==> src/rtl/seg_scan_scheduler.sv <==
// Time-multiplexed 8-digit display scanner: per-slot blank/drive phases,
// leading-zero suppression and frame-aligned (tear-free) data commits.
module seg_scan_scheduler #(
    parameter int DIV   = 100000,
    parameter int GUARD = 1000
) (
    input  logic        clk,
    input  logic        reset,
    input  logic        load,
    input  logic [31:0] data,
    input  logic [7:0]  dp_in,
    input  logic [7:0]  en,
    input  logic        lzs,
    output logic [3:0]  hex_out,
    output logic [7:0]  anode_n,
    output logic        dp_n,
    output logic [2:0]  digit_sel,
    output logic        busy,
    output logic        load_ack,
    output logic        frame_done
);
    localparam int CW = (DIV > 2) ? $clog2(DIV) : 1;

    logic [CW-1:0] cnt;
    logic [2:0]    idx;
    logic [31:0]   stage_data, act_data;
    logic [7:0]    stage_dp, act_dp;
    logic          pending, ack_q, frame_q;

    logic slot_end, commit_pos, do_commit;
    assign slot_end   = (cnt == CW'(DIV - 1));
    assign commit_pos = slot_end && (idx == 3'd7);
    assign do_commit  = commit_pos && (pending || load);

    always_ff @(posedge clk or posedge reset) begin
        if (reset) begin
            cnt        <= '0;
            idx        <= '0;
            stage_data <= '0;
            stage_dp   <= '0;
            act_data   <= '0;
            act_dp     <= '0;
            pending    <= 1'b0;
            ack_q      <= 1'b0;
            frame_q    <= 1'b0;
        end else begin
            cnt <= slot_end ? '0 : cnt + 1'b1;
            if (slot_end)
                idx <= idx + 3'd1;
            if (load) begin
                stage_data <= data;
                stage_dp   <= dp_in;
            end
            // A load landing in the commit cycle bypasses staging so it is not lost for a frame.
            if (do_commit) begin
                act_data <= load ? data  : stage_data;
                act_dp   <= load ? dp_in : stage_dp;
                pending  <= 1'b0;
            end else if (load) begin
                pending  <= 1'b1;
            end
            ack_q   <= do_commit;
            frame_q <= commit_pos;
        end
    end

    // upper_zero[k]: active nibbles k..7 are all zero
    logic [7:0] upper_zero;
    always_comb begin
        upper_zero    = '0;
        upper_zero[7] = (act_data[31:28] == 4'h0);
        for (int k = 6; k >= 0; k--)
            upper_zero[k] = upper_zero[k+1] && (act_data[4*k +: 4] == 4'h0);
    end

    logic visible, drive;
    assign visible = en[idx] && !(lzs && (idx != 3'd0) && upper_zero[idx]);
    assign drive   = !reset && (cnt >= CW'(GUARD)) && visible;

    assign hex_out    = act_data[{idx, 2'b00} +: 4];
    assign anode_n    = drive ? ~(8'd1 << idx) : 8'hFF;
    assign dp_n       = drive ? ~act_dp[idx] : 1'b1;
    assign digit_sel  = idx;
    assign busy       = pending;
    assign load_ack   = ack_q;
    assign frame_done = frame_q;
endmodule
==> config.mk <==
export PLATFORM = sky130hd
export DESIGN_NAME = seg_scan_scheduler
export DESIGN_NICKNAME = d
export VERILOG_FILES = /design/src/rtl/seg_scan_scheduler.sv
export SDC_FILE = /design/constraint.sdc
export NUM_CORES = 1
export LEC_CHECK = 0
export ABC_AREA = 0
export BUFFER_PORTS_ARGS = -buffer_cell sky130_fd_sc_hd__buf_2
export CAP_MARGIN = 25
export CORE_MARGIN = 2
export CORE_UTILIZATION = 45
export DETAILED_ROUTE_END_ITERATION = 10
export PLACE_DENSITY = 0.62
export SYNTH_ARGS = -nofsm -noshare
export SYNTH_HDL_FRONTEND = slang
export SYNTH_SLANG_ARGS = --single-unit
==> constraint.sdc <==
create_clock -name clk -period 3.9 [get_ports clk]
set_input_delay 0.195 -clock clk [delete_from_list [all_inputs] [get_ports clk]]
set_output_delay 0.195 -clock clk [all_outputs]
set_load 0.05 [all_outputs]
---- Word level (Yosys, flattened, before mapping) ----
Cells that the tools add are included.
W data, S select, Z words.
storage, ports and cells
  register bits after elaboration ......... 103
  input port bits ......................... 52
  output and inout bits ................... 19
  logic and storage cells ................. 59
operators by class
  $add $sub $neg .......................... 2
  order comparisons ....................... 2
  equality and inequality tests ........... 2
  shifts and indexed selects .............. 2
  muxes and demuxes ....................... 13
  bitwise gates (word level) .............. 2
  reductions and logical operators ........ 27
operator list
  operator                 number
  $logic_not A4 Y1         8
  $mux W32                 1
  $shiftx A32 B6 Y4        1
  $add A17 B1 Y17 const B  1
  $eq A17 B17 Y1 const B   1
  $ge A17 B10 Y1 const B   1
  $mux W17                 1
  $mux W8                  2
  $logic_and A1 B1 Y1      14
  $bmux W1 S3              3
  $not A8 Y8               1
  $shl A1 B3 Y8 const A    1
  $mux W1                  6
  $lt A3 B4 Y1 const B     1
  $add A3 B1 Y3 const B    1
  $eq A3 B3 Y1 const B     1
  $reduce_bool A3 Y1       1
  $logic_not A1 Y1         2
  $reduce_bool A2 Y1       1
  $logic_or A1 B1 Y1       1
  $not A1 Y1               1

---- Longest topological paths before layout ----
  word-level depth ........................ 15
  depth in mapped cells ................... 8
  gate-level depth less buffers ........... 6

---- Least setup slack after synthesis ----
Ideal clock, no wire load.
  path type ............................... flip-flop to output port
  start point ............................. reg idx[1], in the netlist digit_sel[1]
  end point ............................... out anode_n[1]
  arrival ................................. 3.047 ns
  required time ........................... 3.705 ns
  path slack .............................. 0.658 ns
  cell stages (with the launch flop) ...... 9
  path buffers ............................ 2
  cells stage by stage .................... dfrtp_1 buf_2 buf_1 inv_1 ha_1 nor2b_1 nor3_1 o2111ai_1 o2111ai_1
on the way
  longest elaborated chain between the ends .. 7
  elaborated cells on any way between the ends .. 13
  classes of those cells .................. shift (1); mux (5); bitwise (1); reduce/logical (6)
RTL lines
  item                                                                  RTL line  text
  start: declaration                                                    25        logic [2:0] idx;
  start signal: assignment                                              49        idx <= idx + 3'd1;
  $bmux W1 S3 or $reduce_bool A3 Y1 (tied branches)                     77        assign visible = en[idx] && !(lzs && (idx != 3'd0) && upper_zero[idx]);
  $mux W1 (not written as such) or $logic_and A1 B1 Y1 (tied branches)  77
  $logic_and A1 B1 Y1                                                   77
  $logic_not A1 Y1                                                      77
  $logic_and A1 B1 Y1                                                   77
  $logic_and A1 B1 Y1                                                   78        assign drive = !reset && (cnt >= CW'(GUARD)) && visible;
  $mux W8 (*)                                                           81        assign anode_n = drive ? ~(8'd1 << idx) : 8'hFF;
  end: declaration                                                      15        output logic [7:0] anode_n,
Mark *: on every way between the ends. The rest lies on a longest branch, timed or not. The select of a mux whose other input is x is not followed.

---- Worst setup path after layout ----
  start point ............................. reg idx[1], in the netlist digit_sel[1]
  end point ............................... out dp_n
on the way
  longest elaborated chain between the ends .. 7
  elaborated cells on any way between the ends .. 14
  classes of those cells .................. mux (7); bitwise (1); reduce/logical (6)
RTL lines
  item                                                                  RTL line  text
  $bmux W1 S3 or $reduce_bool A3 Y1 (tied branches)                     77
  $mux W1 (not written as such) or $logic_and A1 B1 Y1 (tied branches)  77
  $logic_and A1 B1 Y1                                                   77
  $logic_not A1 Y1                                                      77
  $logic_and A1 B1 Y1                                                   77
  $logic_and A1 B1 Y1                                                   78
  $mux W1 (*)                                                           82        assign dp_n = drive ? ~act_dp[idx] : 1'b1;
  end: declaration                                                      16        output logic dp_n,
Marked as above.

==> results.toml <==
[pwr]
p_per_area_mw_per_mm2 = 383.4
leakagePower_nw = 2.510
irDropWorstVdd_uv = 228.1
power_mw = 2.140

[placed_design]
io_buffers = 70
post_dp_cell_area_mm2 = 0.005329
gp_congestion = 0.8222
placed_cells = 530
dp_hpwl_mm = 6.624
place_ws_ps = 1298

[logic_synthesis]
synthTopCellsByArea = "dfrtp_1 53%, mux2_4 12%, mux2_2 9.7%"
async_flop_share = 1.000
synthXorXnorAreaFrac = 0.02526
synth_compound_area_frac = 0.02887
muxShareOfSynthArea = 0.2799
synth_cells = 335
yosysWarnings = 0
yosys.area_share.adder = 0.02062
netlist_area_mm2 = 0.004855
synth_nets = 395
synth_seq_cells = 103
ys_seq_area_frac = 0.5309
yosys.area_share.simple = 0.08866
synth_top_cell_by_area = "dfrtp_1"
synth_cell_types = 42
synth_edf_count = 0
syn_avg_cell_area_um2 = 14.49
synth_flop_cell = "dfrtp_1"
yosys.area.top_type_share = 0.5309
synth_top_family_by_area = "multiplexers"

[grt]
grt_use_total = 0.1750
antenna_found_initial = 0
grt_pass1_wl_mm = 15.61
grt_max_degree = 77
gr-total-overflow = 0
grt_pass1_vias = 3042

[die]
io_pins = 71
die_w_um = 107.9
start_util = 0.4661
num_rows = 37
die_area_mm2 = 0.01163
coreArea_mm2 = 0.01042
dieHeight_um = 107.9

[setup_path]
startpoint = "digit_sel[1]"
rrSetupSlack_ps = 1450
cp-endpoint = "dp_n"
worst-path-max-fanout = 14
r2r_end = "act_data[30]"
cp.required_ps = 3700
endpoint_kind = "output pin"
worst_ep_arrival_time_ps = 2760
reg2reg_from = "digit_sel[1]"
worstSetupPathType = "flop to output pin"
crit_path_start_kind = "flop"
rr_worst_depth = 6

[finish]
syn_to_final_growth_pct = 14.97
antenna_cells = 0
drive_above_1_share = 0.4756
nets = 465
fillers = 888
final_util = 0.5359
layout.cells.non_filler = 546
finalInstanceArea_mm2 = 0.005582

[route]
drt-initial-drc-count = 150
drt-wirelength-per-cell_um = 17.04
drc = 0
viasPerCell = 5.335
drt-total-wl_mm = 9.305
vias = 2913
dr.pass1.iters = 4
antenna_left = 0

[clock_tree]
clock_path_buffers = 2
h-tree-depth = 3
ctsResizeCount = 0
cts_buffers = 9
ctsHoldBuffers = 0
root_buffer = "clkbuf_8"
clock-sinks = 103
tritoncts = "built"
clk_pin_slew_ps = 110
post_cts_buffers = 0
insertion_delay_ps = 370

[status]
status = "finished, final reports clean"

[sta]
fin_skew_ps = 18.34
whs_ps = 37.79
fmax_mhz = 338.3
fin_ws_ps = 943.7
slew_viol_final = 0
final-setup-viol-count = 0
hold_viol_final = 0
period_minus_slack_ps = 2956
rsz0062_at_grt = "false"
setup_tns_ps = 0
relSlewSlack = 0.3913
tightestPinTransition_ps = 913.1
period_share = 0.7580

[job]
maxCapViolations = 0

[worst_hold_path]
hold_path_class = "primary input to asynchronous set/reset pin"
-- synth_stat cells, drive strengths merged (3+ instances only) --
| master | count |
|---|---|
| nor4 | 8 |
| mux2i | 3 |
| xor2 | 4 |
| buf | 9 |
| nand4 | 9 |
| mux2 | 81 |
| ha | 8 |
| nor2 | 9 |
| o211ai | 6 |
| o2111ai | 3 |
| nand3 | 6 |
| xnor2 | 10 |
| nand2 | 21 |
| o21ai | 3 |
| dfrtp | 103 |
| nor3 | 6 |
| clkbuf | 7 |
| inv | 6 |
| and4 | 3 |
| and2 | 3 |
| mux4 | 12 |
-- sequential cells by signal (all words and copies together) (netlist names) --
signal,cells
cnt,17
busy,1
load_ack,1
frame_done,1
act_dp,8
stage_dp,8
digit_sel,3
stage_data,32
act_data,32
-- placed cells by master, fill, tap and decap left out, types with 8 or more instances in the layout --
cell type and count:
ha_1 8, mux2_4 39, nand2_1 20, mux2_2 42, xnor2_1 10, buf_2 70, nor2_1 9, dfrtp_1 103
nand4_1 9, clkbuf_8 10, mux4_2 12
-- kinds of logic after synthesis --
kind of cell,count (synthesis)
buffers and inverters,23
AND/OR/NAND/NOR,73
XOR/XNOR,14
multiplexers,96
AO/OA/AOI/OAI,18
flip-flops,103
adder cells (fa/ha/maj),8
-- cell type report --
cell class | instances | area (um2) | area share
clock buffers | 10 | 137.6 | 0.02466
clock inverters | 6 | 115.1 | 0.02062
inverters | 7 | 28.78 | 0.005156
multi-input cells | 209 | 2152 | 0.3856
flip-flops and latches | 103 | 2577 | 0.4618
well taps | 136 | 170.2 | 0.03049
repair buffers | 75 | 400.4 | 0.07173
-- worst min-delay path by stage --
stage               depth (start not counted)             end  slack [ps]  startpoint
floorplan                                   1  stage_data[30]         360    data[30]
global placement                            2   stage_data[3]         450     data[3]
detailed placement                          2  stage_data[19]         450    data[19]
CTS                                         2  stage_data[11]          60    data[11]
global route                                2   stage_data[3]          60     data[3]
finish                                      2         cnt[10]          40       reset
-- layer usage --
metal	track usage	up-vias	wire (um)
met5	0	-	0
met4	0.05495	0	117
met3	0.03208	9	323
met2	0.2547	54	4203
met1	0.2649	1485	4661
li1	-	1365	-
-- worst max-delay path, stage by stage (launching register included) --
cell and delay, ps:
dfrtp_1 710, inv_1 130, ha_1 210, nor2b_1 140, nor3_1 190, o2111ai_1 330
o211ai_1 370, buf_2 320
-- where the power goes --
part / switching [mW] / internal [mW] / leakage, nW / total, mW
clock: 0.375 / 0.447 / 0.123 / 0.822
combinational: 0.0790 / 0.0921 / 1.08 / 0.171
sequential: 0.0228 / 1.12 / 1.31 / 1.15
Note: power is estimated with default switching activity, not from simulation.
